$ cat src/rtl/systolic_host_sequencer.sv
// rtl/systolic_host_sequencer.sv - streams buffered host operands into the systolic driver, flushes, and collects results
// Optional macro SYS_HOST_PERF_EN adds perf_cycles_o (cycles from accepted start through done).
module systolic_host_sequencer #(
    parameter int width_p        = 32,
    parameter int array_width_p  = 8,
    parameter int array_height_p = 8,
    parameter int fifo_depth_p   = 16,
    parameter int max_steps_p    = 8
) (
    input  logic                                          clk_i,
    input  logic                                          reset_i,
    input  logic                                          start_i,
    input  logic [$clog2(max_steps_p+1)-1:0]              steps_i,
    input  logic                                          op_valid_i,
    output logic                                          op_ready_o,
    input  logic [width_p-1:0]                            op_data_i,
    output logic                                          arr_valid_o,
    input  logic                                          arr_ready_i,
    output logic [width_p-1:0]                            arr_data_o,
    output logic                                          arr_flush_o,
    input  logic                                          arr_idle_i,
    input  logic                                          arr_valid_i,
    output logic                                          arr_yumi_o,
    input  logic [width_p-1:0]                            arr_data_i,
    input  logic [$clog2(array_width_p*array_height_p)-1:0] res_addr_i,
    output logic [width_p-1:0]                            res_data_o,
    output logic                                          busy_o,
    output logic                                          done_o,
`ifdef SYS_HOST_PERF_EN
    output logic [31:0]                                   perf_cycles_o,
`endif
    output logic                                          err_o
);

    localparam int vec_lp    = array_width_p + array_height_p;
    localparam int res_n_lp  = array_width_p * array_height_p;
    localparam int cnt_w_lp  = $clog2(max_steps_p * vec_lp + 1);
    localparam int addr_w_lp = $clog2(res_n_lp);
    localparam int ptr_w_lp  = $clog2(fifo_depth_p);

    typedef enum logic [2:0] {
        S_IDLE, S_SEND, S_WAIT, S_FLUSH, S_COLLECT, S_DONE
    } state_t;

    state_t state, state_n;

    logic [width_p-1:0]  fifo_mem [fifo_depth_p];
    logic [ptr_w_lp:0]   wr_ptr, rd_ptr;
    logic                fifo_empty, fifo_full, push, pop;

    logic [width_p-1:0]  res_mem [res_n_lp];
    logic [addr_w_lp-1:0] res_idx;
    logic [cnt_w_lp-1:0] word_cnt, total_q;
    logic                steps_ok, start_ok, last_word, last_res;

    // Extra pointer bit distinguishes full from empty when the index bits match.
    assign fifo_empty = (wr_ptr == rd_ptr);
    assign fifo_full  = (wr_ptr[ptr_w_lp] != rd_ptr[ptr_w_lp]) &&
                        (wr_ptr[ptr_w_lp-1:0] == rd_ptr[ptr_w_lp-1:0]);
    assign push       = op_valid_i && !fifo_full;
    assign pop        = arr_valid_o && arr_ready_i;

    assign steps_ok  = (steps_i != '0) && (int'(steps_i) <= max_steps_p);
    assign start_ok  = (state == S_IDLE) && start_i && steps_ok;
    assign last_word = (word_cnt == total_q - 1'b1);
    assign last_res  = (res_idx == addr_w_lp'(res_n_lp - 1));

    always_ff @(posedge clk_i) begin
        if (push) begin
            fifo_mem[wr_ptr[ptr_w_lp-1:0]] <= op_data_i;
        end
    end

    always_ff @(posedge clk_i or negedge reset_i) begin
        if (!reset_i) begin
            wr_ptr <= '0;
            rd_ptr <= '0;
        end else begin
            if (push) wr_ptr <= wr_ptr + 1'b1;
            if (pop)  rd_ptr <= rd_ptr + 1'b1;
        end
    end

    always_ff @(posedge clk_i or negedge reset_i) begin
        if (!reset_i) begin
            state <= S_IDLE;
        end else begin
            state <= state_n;
        end
    end

    always_comb begin
        state_n = state;
        case (state)
            S_IDLE:    if (start_ok) state_n = S_SEND;
            S_SEND:    if (pop && last_word) state_n = S_WAIT;
            S_WAIT:    if (arr_idle_i) state_n = S_FLUSH;
            S_FLUSH:   state_n = S_COLLECT;
            S_COLLECT: if (arr_valid_i && last_res) state_n = S_DONE;
            S_DONE:    state_n = S_IDLE;
            default:   state_n = S_IDLE;
        endcase
    end

    always_comb begin
        op_ready_o  = !fifo_full;
        arr_valid_o = (state == S_SEND) && !fifo_empty;
        arr_data_o  = fifo_empty ? '0 : fifo_mem[rd_ptr[ptr_w_lp-1:0]];
        arr_flush_o = (state == S_FLUSH);
        arr_yumi_o  = (state == S_COLLECT) && arr_valid_i;
        busy_o      = (state != S_IDLE);
        done_o      = (state == S_DONE);
    end

    always_ff @(posedge clk_i or negedge reset_i) begin
        if (!reset_i) begin
            word_cnt <= '0;
            total_q  <= '0;
            res_idx  <= '0;
            err_o    <= 1'b0;
        end else begin
            if (state == S_IDLE && start_i) begin
                if (steps_ok) begin
                    err_o    <= 1'b0;
                    word_cnt <= '0;
                    res_idx  <= '0;
                    total_q  <= cnt_w_lp'(int'(steps_i) * vec_lp);
                end else begin
                    err_o <= 1'b1;
                end
            end
            if (pop) word_cnt <= word_cnt + 1'b1;
            if (arr_yumi_o) res_idx <= last_res ? '0 : res_idx + 1'b1;
        end
    end

    always_ff @(posedge clk_i) begin
        if (arr_yumi_o) begin
            res_mem[res_idx] <= arr_data_i;
        end
    end

    // Same-cycle write and read of one index returns the previous contents.
    always_ff @(posedge clk_i or negedge reset_i) begin
        if (!reset_i) begin
            res_data_o <= '0;
        end else begin
            res_data_o <= res_mem[res_addr_i];
        end
    end

`ifdef SYS_HOST_PERF_EN
    always_ff @(posedge clk_i or negedge reset_i) begin
        if (!reset_i) begin
            perf_cycles_o <= '0;
        end else if (start_ok) begin
            perf_cycles_o <= 32'd1;
        end else if (state != S_IDLE && perf_cycles_o != 32'hFFFF_FFFF) begin
            perf_cycles_o <= perf_cycles_o + 32'd1;
        end
    end
`endif

endmodule

$ cat config.mk
export PLATFORM = sky130hd
export DESIGN_NAME = systolic_host_sequencer
export DESIGN_NICKNAME = d
export VERILOG_FILES = /design/src/rtl/systolic_host_sequencer.sv
export SDC_FILE = /design/constraint.sdc
export NUM_CORES = 2
export LEC_CHECK = 0
export ABC_AREA = 1
export CAP_MARGIN = 20
export CORE_ASPECT_RATIO = 1.5
export CORE_MARGIN = 2
export CORE_UTILIZATION = 55
export CTS_BUF_LIST = sky130_fd_sc_hd__clkbuf_4
export CTS_CLUSTER_DIAMETER = 60
export DETAILED_ROUTE_END_ITERATION = 10
export GPL_TIMING_DRIVEN = 0
export PLACE_DENSITY = 0.75
export REMOVE_ABC_BUFFERS = 1
export SYNTH_ARGS = -nofsm -noshare
export SYNTH_HDL_FRONTEND = slang
export SYNTH_SLANG_ARGS = --single-unit
$ cat constraint.sdc
create_clock -name clk_i -period 9.25 [get_ports clk_i]
set_clock_uncertainty 0.2 [all_clocks]
set_input_delay 1.3875 -clock clk_i [delete_from_list [all_inputs] [get_ports clk_i]]
set_output_delay 1.3875 -clock clk_i [all_outputs]
set_load 0.01 [all_outputs]
==> flow_summary.ini <==
[cts]
cts_tree = done
cts_max_level = 6
path_clk_slew_ps = 60
clock_path_buffers = 4
cts_resized = 0
numCtsBuffers = 593
clockRootBuffer = clkbuf_4
insertion_delay_ps = 1250
clock-sinks = 2624

[routing]
final_antenna_net_count = 0
wl_met3_mm = 29.20
drt_iter0_drc = 9607
highest_layer = met5
route.met2.wl_mm = 141.8
via_per_inst = 6.106
first_pass_iters = 8
vias = 71953
routedLengthMet1_mm = 97.68
avgRoutedWirePerCell_um = 24.09
detail_route.drc_violations = 0
wirelength_mm = 283.9

[setup_path]
reg2regPathDepth = 12
cp.required_ps = 7660
r2r_end = fifo_mem[14][2]$_DFFE_PP_
cp_slowest_cell = dfrtp_4
max_stage_delay_ps = 800
path_buf_inv = 6
critPathLaunchType = flop
path_class = flop to primary output
endpoint_kind = primary output
path_max_fanout = 134
r2r-start = rd_ptr[0]$_DFFE_PN0P_
reg2reg_slack_ps = 4660
crit_chain = buf_16 -> buf_16 -> inv_8 -> buf_16 -> o21ai_0 -> o22ai_1 -> nand2_1 -> nand2_1 -> inv_1 -> a21oi_1 -> clkdlybuf4s50_1
arrival_ps = 5260
crit_top_cell = buf_16
critPathTopFamily = buffers and inverters

[finish]
drive_gt1_share_pct = 13.01
finalInstanceArea_sq_um = 118100
stdcell_count = 11784
final_nets = 8946
areaGrowthSynthToFinish_pct = 12.71
final.fill_count = 13420
fin_util_pct = 62.28

[power]
seqPwrFrac_pct = 50.9
p_sw_uw = 7434
internal_power_uw = 19320
p_leak_uw = 0.04146
p_sw_share_pct = 27.79
powerDensity_nw_per_um2 = 226.6
comb_power_share_pct = 15.6
vdd_drop_max_v = 0.0002669
p_clk_share_pct = 33.5

[synthesis]
synth-edff-count = 2560
yosys_warnings = 0
syn-mean-instance-area_sq_um = 12.31
synth_top_area_share_pct = 73.39
synthFlopType = edfxtp_1
synth_area_sq_um = 104700
ys_ff_latch = 2624
yosysUniqueCellTypes = 35
yosysMostFrequentCell = edfxtp_1
syn-instance-count = 8507
synth_area_leaders = edfxtp_1 73%, nand3_1 9.1%, nand2_1 8.8%, dfrtp_1 1.5%, nor2_1 1.5%
ys_async_sr_fraction_pct = 2.439
ys_seq_area_share_pct = 74.92
synth_top_cells_by_count = 2560 x edfxtp_1, 2442 x nand2_1, 1909 x nand3_1, 410 x nor2_1, 287 x buf_2
synth_top_area_cell = edfxtp_1

[global_routing]
antenna_found_initial = 27
grt_max_degree = 262
track_usage_pct = 28.40
grt_pass1_wl_mm = 417.2
grt_pass1_vias = 70902
grt-ovfl-total = 0

[floorplan]
rows = 196
die_w_um = 360.3
io_pins = 152
die_area_sq_um = 194000
die_y_um = 538.5
initial_utilization_pct = 55.26
core_sq_um = 189600

[sta]
drv_slew = 0
fmax_mhz = 146.1
min_period_ps = 6845
slew_headroom_pct = 9.192
worst_slew_pin_slew_ps = 1362
finalHoldViolCount = 0
grt_setup_unrepaired = false
min_period_over_period_pct = 74.00
finalSetupViolCount = 0

[placement]
place_congestion = 0.7739
portBuffers = 151
postPlaceCellArea_sq_um = 110500
dp_hpwl_mm = 152.2
dp_cells = 10734

[min_path]
hold_path.class = primary input to flop
min_from = arr_data_i[9]
min_to = res_mem[44][9]$_DFFE_PP_
min_path_cells = 1

[job]
drv_cap = 0

[outcome]
run_status = finished, final reports clean
-- how the worst max path moves through the flow --
| stage | startpoint | to | slack (ps) | cells after the start |
|---|---|---|---|---|
| 6_report | rd_ptr[0]$_DFFE_PN0P_ | arr_data_o[14] | 2400 | 11 |
| 2_1_floorplan | rd_ptr[0]$_DFFE_PN0P_ | arr_data_o[12] | -420 | 7 |
| 4_1_cts | rd_ptr[0]$_DFFE_PN0P_ | arr_data_o[14] | 2340 | 11 |
| 5_1_grt | rd_ptr[0]$_DFFE_PN0P_ | arr_data_o[14] | 2140 | 11 |
| 3_3_place_gp | res_addr_i[0] | res_data_o[31]$_DFF_PN0_ | -96230 | 10 |
| 3_5_place_dp | res_addr_i[0] | res_data_o[19]$_DFF_PN0_ | 3310 | 14 |
-- state kept, by name, indices dropped and copies added, names as in the netlist --
register and flops:
state 3, err_o 1, rd_ptr 5, res_mem 2048, total_q 4, res_idx 6
word_cnt 8, res_data_o 32, wr_ptr 5, fifo_mem 512
-- final cells by class --
type,instances,area (sq um),area share [%]
multi-input cells,5266,23860,20.21
clock buffers,860,6456,5.469
well taps,2475,3097,2.623
flip-flops and latches,2624,78480,66.48
diodes,18,45.04,0.03815
inverters,67,307.8,0.2607
repair buffers,305,4823,4.086
clock inverters,169,988.4,0.8373
-- metrics by stage --
step / total power (uW) / setup TNS, ps / hold slack (ps) / setup slack [ps]
after global routing: 27740 / 0 / 132.4 / 2141
after floorplan: 16010 / -13300 / 261.7 / -415.7
after CTS: 26780 / 0 / 81.50 / 2344
after detailed placement: 17960 / 0 / 297.3 / 3314
after global placement: 18210 / -6707370 / 274.8 / -96230
final: 26750 / 0 / 195.4 / 2405
-- kinds of logic (layout without fill, tap and decap cells) --
logic type | Yosys count | count (layout) | share of synthesized area, %
and+or+nand+nor | 4784 | 4784 | 19.50
DFF | 2624 | 2624 | 74.92
buffers and inverters | 617 | 1401 | 2.885
AOI/OAI and AO/OA | 459 | 459 | 2.476
xor gates and xnor gates | 15 | 15 | 0.1254
adders and majority gates | 8 | 8 | 0.09557
other | 0 | 18 | 0
-- power groups by stage --
stage | Sequential [uW] | Combinational, uW | Clock (uW)
floorplan | 13900 | 2100 | 0
global placement | 14100 | 4120 | 0
detailed placement | 13900 | 4090 | 0
CTS | 13600 | 4120 | 9060
global route | 13600 | 4480 | 9620
finish | 13600 | 4170 | 8970
-- cells in the final DEF, fill, tap and decap left out, types with 2 or more instances in the layout --
cell             Yosys  final
a21oi_1             14     14
a31oi_1             22     22
buf_12               0     94
buf_16               0     55
buf_2              287     33
buf_4               27      2
buf_8                0      7
bufinv_16            0     10
clkbuf_4             0    860
clkdlybuf4s50_1      0    112
clkinv_1             2    120
clkinv_2             0     16
clkinv_4             0      9
clkinvlp_4           0      7
dfrtp_1             64     61
dfrtp_4              0      2
diode_2              0     18
edfxtp_1          2560   2560
ha_1                 8      8
inv_1               57     51
inv_2                6     15
inv_4                2      2
inv_8                0      4
nand2_1           2442   2442
nand2_2              3      3
nand3_1           1909   1909
nand4_1              9      9
nor2_1             410    330
nor2_2               2      2
nor2_4               0     80
nor3_1               4      4
o211ai_1            64     64
o21ai_0            257    257
o21ai_1             19     19
o22ai_1             80     80
xor2_1              14     14
-- metal layers --
metal,up-vias,global-route usage [%]
met3,986,5.564
met5,-,0
met4,14,16.21
met2,4798,48.24
li1,31483,-
met1,34672,33.88
-- repair_timing --
item | in CTS | in global routing
hold endpoints to repair | 16 | 0
hold buffers | 1 | 0
buffers inserted | 0 | 0
-- worst register-to-register path: stages (launching register included) --
cell	delay, ps
dfrtp_4	800
buf_16	370
buf_16	290
inv_8	560
nand2_2	110
nand2_1	100
nor2_2	50
nand3b_1	130
nand2_2	150
inv_2	130
nand2_1	260
nor2_4	730
buf_12	280
(Power assumes the default switching activity.)
